File: src/rtl/double_dabble_iterative_if.sv
// Handshake bundle for the iterative binary-to-BCD converter.
// The slave side is the converter; the master side feeds operands and consumes results.
interface double_dabble_iterative_if #(
  parameter int Input_Bit_Width = 16
);
  localparam int Total_Nibbles = (Input_Bit_Width / 3) + 1;

  logic [Input_Bit_Width-1:0] bin;
  logic                       bin_valid;
  logic                       bin_ready;
  logic [Total_Nibbles*4-1:0] nibbles_out;
  logic [Total_Nibbles-1:0]   nibbles_valid;
  logic                       negative;
  logic                       out_valid;
  logic                       out_ready;

  modport master (
    output bin, bin_valid, out_ready,
    input  bin_ready, nibbles_out, nibbles_valid, negative, out_valid
  );

  modport slave (
    input  bin, bin_valid, out_ready,
    output bin_ready, nibbles_out, nibbles_valid, negative, out_valid
  );
endinterface

File: src/rtl/double_dabble_iterative.sv
// Multi-cycle double-dabble converter: one add-3/shift step per enabled cycle on a
// shared datapath, with valid/ready on both sides, optional signed input and zero blanking.
module double_dabble_iterative #(
  parameter int Input_Bit_Width = 16,
  parameter int Signed_Mode     = 0
) (
  input logic clk,
  input logic sync_rst_n,
  input logic clk_en,
  double_dabble_iterative_if.slave bus
);
  localparam int Total_Nibbles = (Input_Bit_Width / 3) + 1;
  localparam int BcdWidth      = Total_Nibbles * 4;
  localparam int CntWidth      = $clog2(Input_Bit_Width + 1);
  localparam logic [CntWidth-1:0] LastIter = CntWidth'(Input_Bit_Width - 1);

  typedef enum logic [1:0] {IDLE, CONVERT, DONE} state_t;

  state_t state, next_state;

  logic [Input_Bit_Width-1:0]          shift_reg, shift_next, magnitude;
  logic [BcdWidth-1:0]                 bcd_reg, bcd_adj, bcd_next;
  logic [BcdWidth+Input_Bit_Width-1:0] shifted;
  logic [CntWidth-1:0]                 iter_cnt;
  logic                                neg_pending, load, nz_seen;
  logic [BcdWidth-1:0]                 nibbles_q;
  logic [Total_Nibbles-1:0]            nv_q, nv_next;
  logic                                neg_q;

  assign bus.bin_ready     = clk_en && ((state == IDLE) || ((state == DONE) && bus.out_ready));
  assign bus.out_valid     = (state == DONE);
  assign bus.nibbles_out   = nibbles_q;
  assign bus.nibbles_valid = nv_q;
  assign bus.negative      = (Signed_Mode != 0) ? neg_q : 1'b0;
  assign load              = bus.bin_ready && bus.bin_valid;

  always_ff @(posedge clk) begin
    if (!sync_rst_n)
      state <= IDLE;
    else if (clk_en)
      state <= next_state;
  end

  always_comb begin
    next_state = state;
    case (state)
      IDLE:    if (bus.bin_valid) next_state = CONVERT;
      CONVERT: if (iter_cnt == LastIter) next_state = DONE;
      DONE:    if (bus.out_ready) next_state = bus.bin_valid ? CONVERT : IDLE;
      default: next_state = IDLE;
    endcase
  end

  // Magnitude folding at load lets the most-negative input come out as 2^(W-1).
  always_comb begin
    magnitude = bus.bin;
    if ((Signed_Mode != 0) && bus.bin[Input_Bit_Width-1])
      magnitude = ~bus.bin + Input_Bit_Width'(1);

    bcd_adj = bcd_reg;
    for (int i = 0; i < Total_Nibbles; i++) begin
      if (bcd_reg[i*4 +: 4] >= 4'd5)
        bcd_adj[i*4 +: 4] = bcd_reg[i*4 +: 4] + 4'd3;
    end
    shifted    = {bcd_adj, shift_reg} << 1;
    bcd_next   = shifted[BcdWidth+Input_Bit_Width-1:Input_Bit_Width];
    shift_next = shifted[Input_Bit_Width-1:0];

    nv_next = '0;
    nz_seen = 1'b0;
    for (int i = Total_Nibbles - 1; i >= 0; i--) begin
      nz_seen    = nz_seen | (bcd_next[i*4 +: 4] != 4'd0);
      nv_next[i] = nz_seen;
    end
    nv_next[0] = 1'b1;
  end

  always_ff @(posedge clk) begin
    if (!sync_rst_n) begin
      shift_reg   <= '0;
      bcd_reg     <= '0;
      iter_cnt    <= '0;
      neg_pending <= 1'b0;
      nibbles_q   <= '0;
      nv_q        <= '0;
      neg_q       <= 1'b0;
    end else if (clk_en) begin
      if (load) begin
        shift_reg   <= magnitude;
        bcd_reg     <= '0;
        iter_cnt    <= '0;
        neg_pending <= (Signed_Mode != 0) && bus.bin[Input_Bit_Width-1];
      end else if (state == CONVERT) begin
        shift_reg <= shift_next;
        bcd_reg   <= bcd_next;
        iter_cnt  <= iter_cnt + 1'b1;
        // Result registers only change on the final iteration, so they hold through IDLE.
        if (iter_cnt == LastIter) begin
          nibbles_q <= bcd_next;
          nv_q      <= nv_next;
          neg_q     <= neg_pending;
        end
      end
    end
  end
endmodule

File: src/flat_wrapper.sv
// flat-port wrapper written by rule: the top's interface ports become plain ports
module double_dabble_iterative_flat 
#(
  parameter int Input_Bit_Width = 16,
  parameter int Signed_Mode     = 0
)
  (clk, sync_rst_n, clk_en, bus_bin, bus_bin_valid, bus_out_ready, bus_bin_ready, bus_nibbles_out, bus_nibbles_valid, bus_negative, bus_out_valid);
  double_dabble_iterative_if #(.Input_Bit_Width(Input_Bit_Width)) bus_i ();
  input logic clk;
  input logic sync_rst_n;
  input logic clk_en;
  input wire logic [$bits(bus_i.bin)-1:0] bus_bin;
  input wire logic [$bits(bus_i.bin_valid)-1:0] bus_bin_valid;
  input wire logic [$bits(bus_i.out_ready)-1:0] bus_out_ready;
  output wire logic [$bits(bus_i.bin_ready)-1:0] bus_bin_ready;
  output wire logic [$bits(bus_i.nibbles_out)-1:0] bus_nibbles_out;
  output wire logic [$bits(bus_i.nibbles_valid)-1:0] bus_nibbles_valid;
  output wire logic [$bits(bus_i.negative)-1:0] bus_negative;
  output wire logic [$bits(bus_i.out_valid)-1:0] bus_out_valid;
  assign bus_i.bin = bus_bin;
  assign bus_i.bin_valid = bus_bin_valid;
  assign bus_i.out_ready = bus_out_ready;
  assign bus_bin_ready = bus_i.bin_ready;
  assign bus_nibbles_out = bus_i.nibbles_out;
  assign bus_nibbles_valid = bus_i.nibbles_valid;
  assign bus_negative = bus_i.negative;
  assign bus_out_valid = bus_i.out_valid;
  double_dabble_iterative #(.Input_Bit_Width(Input_Bit_Width), .Signed_Mode(Signed_Mode)) u_core (.clk(clk), .sync_rst_n(sync_rst_n), .clk_en(clk_en), .bus(bus_i));
endmodule
File: config.mk
export PLATFORM = sky130hd
export DESIGN_NAME = double_dabble_iterative_flat
export DESIGN_NICKNAME = d
export VERILOG_FILES = /design/src/rtl/double_dabble_iterative_if.sv /design/src/rtl/double_dabble_iterative.sv /design/src/flat_wrapper.sv
export SDC_FILE = /design/constraint.sdc
export NUM_CORES = 1
export LEC_CHECK = 0
export ABC_AREA = 0
export BUFFER_PORTS_ARGS = -buffer_cell sky130_fd_sc_hd__buf_4
export CORE_MARGIN = 4
export CORE_UTILIZATION = 51
export CTS_CLUSTER_DIAMETER = 60
export DETAILED_ROUTE_END_ITERATION = 6
export PLACE_DENSITY = 0.86
export SKIP_CTS_REPAIR_TIMING = 1
export SYNTH_ARGS = -nofsm -noshare
export SYNTH_HDL_FRONTEND = slang
export SYNTH_SLANG_ARGS = --single-unit
File: constraint.sdc
create_clock -name clk -period 1.83 [get_ports clk]
set_input_delay 0.366 -clock clk [delete_from_list [all_inputs] [get_ports clk]]
set_output_delay 0.366 -clock clk [all_outputs]
set_load 0.005 [all_outputs]
==> flow_metrics.tcl, run 1 <==
set metrics [dict create \
    status "finished clean" \
    period_needed_ps 1820 \
    power_density_nw_per_um2 791 \
    vias_per_cell 5.49 \
    drc 0 \
    finalHoldViolations 0 \
    placementRows 30 \
    start_util 0.529 \
    critPathCaptureType "register" \
    mostFrequentLayoutCells "85 x nand2_1, 75 x buf_4, 72 x dfxtp_1, 36 x o21ai_0, 28 x o211a_1" \
    antenna_found_initial 0 \
    setup_viol 0 \
    core-area_um2 6830 \
    drive_gt1_frac 0.237 \
    syn_avg_cell_area_um2 8.55 \
    p_total_mw 3.55 \
    place_hpwl_um 5880 \
    grt_pass1_vias 3067 \
    finClkSkew_ps 8.94 \
    clockRootBuffer "clkbuf_8" \
    drt_iter0_markers 231 \
    sw_frac_of_total 0.208 \
    nFillCells 550 \
    p_int_mw 2.82 \
    drv_slew 0 \
    syn-num-nets 458 \
    layout_commonest_cell "nand2_1" \
    synth_cell_types 44 \
    yosysSeqAreaShare 0.426 \
    ys_seq_elements 77 \
    fmax_mhz 549 \
    dr_wl_met3_um 530 \
    start_kind "register" \
    comb_power_share 0.058 \
    ant_nets 0 \
    insertion_delay_ps 360 \
    firstDrtPassIters 4 \
    htreeDepth 3 \
    multi_input_area_um2 1930 \
    holdCritPathClass "input pin to register" \
    yosys_warnings 0 \
    nets 520 \
    path_class "register to register" \
    ir_drop_uv 527 \
    cts_max_path_buffers 2 \
    wl_met1_um 3720 \
    ios 54 \
    syn2layout_area_growth_pct 24.2 \
    chipHeight_um 92.2 \
    period_share 0.996 \
    wire_per_inst_um 14.7 \
    grt_overflow_total 0 \
    fp.dieArea_um2 8500 \
    cp_data_required_time_ps 2050 \
    clkPwrFrac 0.457 \
    grtUsageTotal 0.202 \
    placedCellCount 569 \
    grt_pass1_wl_um 14000 \
    io_buffers 52 \
    top_layer "met4" \
    final-seq-area_um2 1550 \
    netlist_instances 423 \
    cp_max_fo 6 \
    p_switching_mw 0.738 \
    path_clk_slew_ps 70 \
    syn_area_um2 3620 \
    worstPathArrival_ps 2040 \
    die_x_um 92.2 \
    cts_made_buffers 9 \
    drv_cap 0 \
    grt_max_degree 32 \
    power_frac_seq 0.485 \
    cts_tree "built" \
    diodes 0 \
    cts_num_sinks 77 \
    via_count 3216 \
    p_leak_nw 2.04 \
    dr_wl_met2_um 4280 \
    final_cells 586 \
    rsz0062_at_grt "true" \
    wl_um 8610 \
    worst_hold_slack_ps 246 \
    gp_congestion 0.852 \
]
-- synthesized netlist by cell type (all sizes together) --
library cell	n	area, um2
o2111a	1	11.3
o21a	1	7.51
and3	6	42.5
a211oi	2	15.0
conb	1	3.75
and3b	1	8.76
a31oi	2	12.5
mux2	1	11.3
mux2i	2	20.0
nand2	86	323
a21boi	11	82.6
and2	10	62.6
clkbuf	9	33.8
o211a	29	298
a22o	7	61.3
xnor2	8	70.1
dfxtp	77	1540
nor3	6	30.0
a41oi	1	16.3
and4	1	11.3
nand3	22	110
o21ai	37	185
nand2b	4	25.0
ha	14	175
nor2b	2	12.5
nor2	11	41.3
nor3b	9	72.6
a21oi	23	119
buf	16	88.8
nand3b	1	7.51
o21bai	2	30.0
and2b	2	16.3
a21o	1	7.51
inv	17	63.8
-- cell families (layout without fill, tap and decap cells) --
group | after synthesis | in the layout | share of synthesized area
flip-flops | 77 | 77 | 0.426
multiplexers | 3 | 3 | 0.00865
AND/OR/NAND/NOR | 161 | 161 | 0.211
other | 1 | 1 | 0.00104
adder cells (fa/ha/maj) | 14 | 14 | 0.0484
XOR/XNOR | 8 | 8 | 0.0194
buffers and inverters | 42 | 109 | 0.0515
AO/OA/AOI/OAI | 117 | 117 | 0.234
-- metrics by stage --
step            util  area (um2)  worst slack, ps  TNS, ps
3_5_place_dp   0.612        4180            -18.1    -18.1
3_3_place_gp   0.612        4180             60.4        0
6_report       0.658        4490             7.40        0
2_1_floorplan      -        3620             21.1        0
5_1_grt        0.658        4490            -57.2    -65.1
4_1_cts        0.649        4440            -38.2    -38.2
-- path summary, 6_finish.rpt --
kind	from	to	slack [ps]	cells after the start
worst max-delay path	u_core.bcd_reg[16]$_SDFFE_PN0P_	u_core.bus.nibbles_valid[1]$_SDFFE_PN0P_	7	8
worst min-delay path	bus_bin[9]	u_core.shift_reg[9]$_SDFFE_PN0P_	250	2
worst max register to register	u_core.bcd_reg[16]$_SDFFE_PN0P_	u_core.bus.nibbles_valid[1]$_SDFFE_PN0P_	7	8
worst min register to register	u_core.bus.nibbles_out[9]$_SDFFE_PN0P_	u_core.bus.nibbles_out[9]$_SDFFE_PN0P_	470	2
-- routing by layer --
layer  vias to the layer above  GRT usage
met5                         -          0
met4                         0     0.0569
met3                        12     0.0689
met2                        97      0.348
met1                      1528      0.239
li1                       1579          -
-- area by class of cell --
cell class,count,share of cell area
Sequential cell,77,0.345
Tap cell,96,0.0267
Clock inverter,3,0.0201
Clock buffer,13,0.0376
Inverter,17,0.0142
Timing Repair Buffer,76,0.128
Multi-Input combinational cell,304,0.429
-- power by group through the flow --
| stage | combinational [mW] | sequential, mW | clock [mW] |
|---|---|---|---|
| final | 0.205 | 1.73 | 1.62 |
| after detailed placement | 0.202 | 1.76 | 0 |
| after CTS | 0.203 | 1.72 | 1.64 |
| after floorplan | 0.134 | 1.76 | 0 |
| after global placement | 0.197 | 1.76 | 0 |
| after global routing | 0.228 | 1.73 | 1.72 |
-- worst max-delay path: stages (launching register included) --
cell and delay [ps]:
dfxtp_2 380, inv_1 80, ha_1 200, and2b_2 220, o21bai_4 130, and3_1 170, o211a_1 180, and4_4 240
a41oi_2 90
Power figures use the tool's default switching activity.
==> inputs of run 2 (changes only) <==
- ABC_AREA: 0 -> 1
==> run 2 against run 1 <==
  * Critical path depth increased by 5
  * Critical path type unchanged
  * Count of clock-buffer cells in the layout decreased by 1
  * Area after synthesis decreased by 0.10%
==> flow_metrics.tcl, run 2 <==
set metrics [dict create \
    p_total_mw 3.46 \
    wire_per_inst_um 13.7 \
    vias_per_cell 5.33 \
    setup_viol 0 \
    gp_congestion 0.834 \
    start_util 0.529 \
    synth_cell_types 34 \
    fp.dieArea_um2 8500 \
    core-area_um2 6830 \
    synth_area_leader_cell "dfxtp_1" \
    status "finished clean" \
    fin_tns_setup_ps 0 \
    path_class "register to register" \
    place_hpwl_um 6210 \
    fin_area_um2 4410 \
    final_cells 644 \
    period_share 0.958 \
    cp_max_fo 4 \
    htreeDepth 3 \
    netlist_instances 483 \
    placedCellCount 626 \
    nets 578 \
    start_kind "register" \
    via_count 3432 \
    placementRows 30 \
    drv_cap 0 \
    worstPathArrival_ps 2020 \
    drv_slew 0 \
    period_needed_ps 1750 \
    syn2layout_area_growth_pct 21.9 \
    grt_overflow_total 0 \
    ant_nets 0 \
    cts_tree "built" \
    p_switching_mw 0.904 \
    place_area_um2 4130 \
    worst_hold_slack_ps 249 \
    cp_slowest_cell "dfxtp_2" \
    dp_slack_ps 56.9 \
    grt_pass1_vias 3297 \
    fmax_mhz 571 \
    wl_um 8810 \
    drive_gt1_frac 0.217 \
    syn-num-nets 518 \
    drc 0 \
    insertion_delay_ps 360 \
    ios 54 \
    slowest_delay_ps 370 \
    grt_pass1_wl_um 14600 \
    die_x_um 92.2 \
    ys_seq_elements 77 \
    cts_made_buffers 9 \
    io_buffers 52 \
    grtUsageTotal 0.211 \
    p_leak_nw 2.05 \
    layout_commonest_cell "nand2_1" \
    chipHeight_um 92.2 \
    clkPwrFrac 0.370 \
    worst_slack_ps 77.2 \
    synth_most_common_cell "nand2_1" \
    cts_num_sinks 77 \
    mostFrequentLayoutCells "82 x nand2_1, 72 x dfxtp_1, 66 x inv_1, 65 x buf_4, 47 x o21ai_0" \
    synth_enable_flop_cells 0 \
    comb_power_share 0.120 \
    antenna_found_initial 0 \
    crit_path_frequent_cell "nand2_1" \
    cp_cell_sequence "inv_2, ha_1, inv_1, nand2_2, nand4_1, nand2_1, nor2_1, nand2_1, nor2_2, buf_4, nand4_1, nand2_1, inv_1" \
    syn_avg_cell_area_um2 7.48 \
    power_frac_seq 0.510 \
    critPathCaptureType "register" \
    cp_data_required_time_ps 2100 \
    finClkSkew_ps 4.73 \
    p_int_mw 2.56 \
    holdCritPathClass "input pin to register" \
    cts_max_path_buffers 2 \
    ir_drop_uv 447 \
    ys_top_cells_by_count "87 x nand2_1, 77 x dfxtp_1, 70 x inv_1" \
    synth.area.top_cells "dfxtp_1 43%, nand2_1 9.0%, inv_1 7.3%" \
    yosys_most_used_dff "dfxtp_1" \
    utilization 0.645 \
    async_flop_share 0 \
    power_density_nw_per_um2 785 \
    path_clk_slew_ps 80 \
    grt_max_degree 29 \
    yosysSeqAreaShare 0.427 \
    sw_frac_of_total 0.261 \
    yosys_warnings 0 \
    firstDrtPassIters 4 \
    drt_iter0_markers 233 \
    netlist.area_leader.share 0.427 \
    syn_area_um2 3610 \
    clockRootBuffer "clkbuf_8" \
    diodes 0 \
    finalHoldViolations 0 \
]
## run 2: cell count changes after synthesis, moves of 8 or more
cell,delta
a21boi_0,-10
and2_1,-8
nor3b_1,-8
nor2_1,+21
o211ai_1,+18
a21oi_1,+24
nand4_1,+9
o22ai_1,+15
xnor2_1,-8
inv_1,+54
o21ai_0,+10
o211a_1,-28
## run 2: kinds of logic after synthesis
| group | Yosys count | share of synthesized area |
|---|---|---|
| and+or+nand+nor | 155 | 0.190 |
| other | 1 | 0.00104 |
| AOI/OAI and AO/OA | 139 | 0.219 |
| adders and majority gates | 14 | 0.0485 |
| DFF | 77 | 0.427 |
| xor gates and xnor gates | 2 | 0.00485 |
| buffers and inverters | 95 | 0.110 |
## run 2: layout make-up
class / count / area, um2
Clock inverter: 4 / 47.5
Sequential cell: 77 / 1550
Tap cell: 96 / 120
Fill cell: 602 / 2430
Clock buffer: 12 / 145
Multi-Input combinational cell: 311 / 1720
Inverter: 76 / 292
Timing Repair Buffer: 68 / 534
## run 2: metal layers
metal	track usage	routed length, um	up-vias
met1	0.251	3820	1575
li1	-	-	1714
met3	0.0656	631	23
met2	0.347	4160	120
met4	0.0965	196	0
met5	0	0	-
## run 2: critical path, delay by kind of cell (launching register included)
| kind | cells | cell delay, ps |
|---|---|---|
| DFF | 1 | 370 |
| adders and majority gates | 1 | 190 |
| buffers and inverters | 4 | 320 |
| and+or+nand+nor | 8 | 780 |
## run 2: power groups by stage
stage / sequential (mW) / clock [mW] / combinational [mW]
finish: 1.76 / 1.28 / 0.417
global route: 1.77 / 1.38 / 0.466
CTS: 1.76 / 1.29 / 0.385
detailed placement: 1.80 / 0 / 0.382
global placement: 1.80 / 0 / 0.370
floorplan: 1.79 / 0 / 0.262
## run 2: worst paths after layout
path              cells after the start  slack [ps]                             start                                       end
setup / recovery                     13          80   u_core.bcd_reg[16]$_SDFFE_PN0P_  u_core.bus.nibbles_valid[2]$_SDFFE_PN0P_
hold / removal                        2         250                        bus_bin[0]          u_core.shift_reg[0]$_SDFFE_PN0P_
setup reg to reg                     13          80   u_core.bcd_reg[16]$_SDFFE_PN0P_  u_core.bus.nibbles_valid[2]$_SDFFE_PN0P_
hold reg to reg                       1         460  u_core.shift_reg[0]$_SDFFE_PN0P_          u_core.shift_reg[0]$_SDFFE_PN0P_
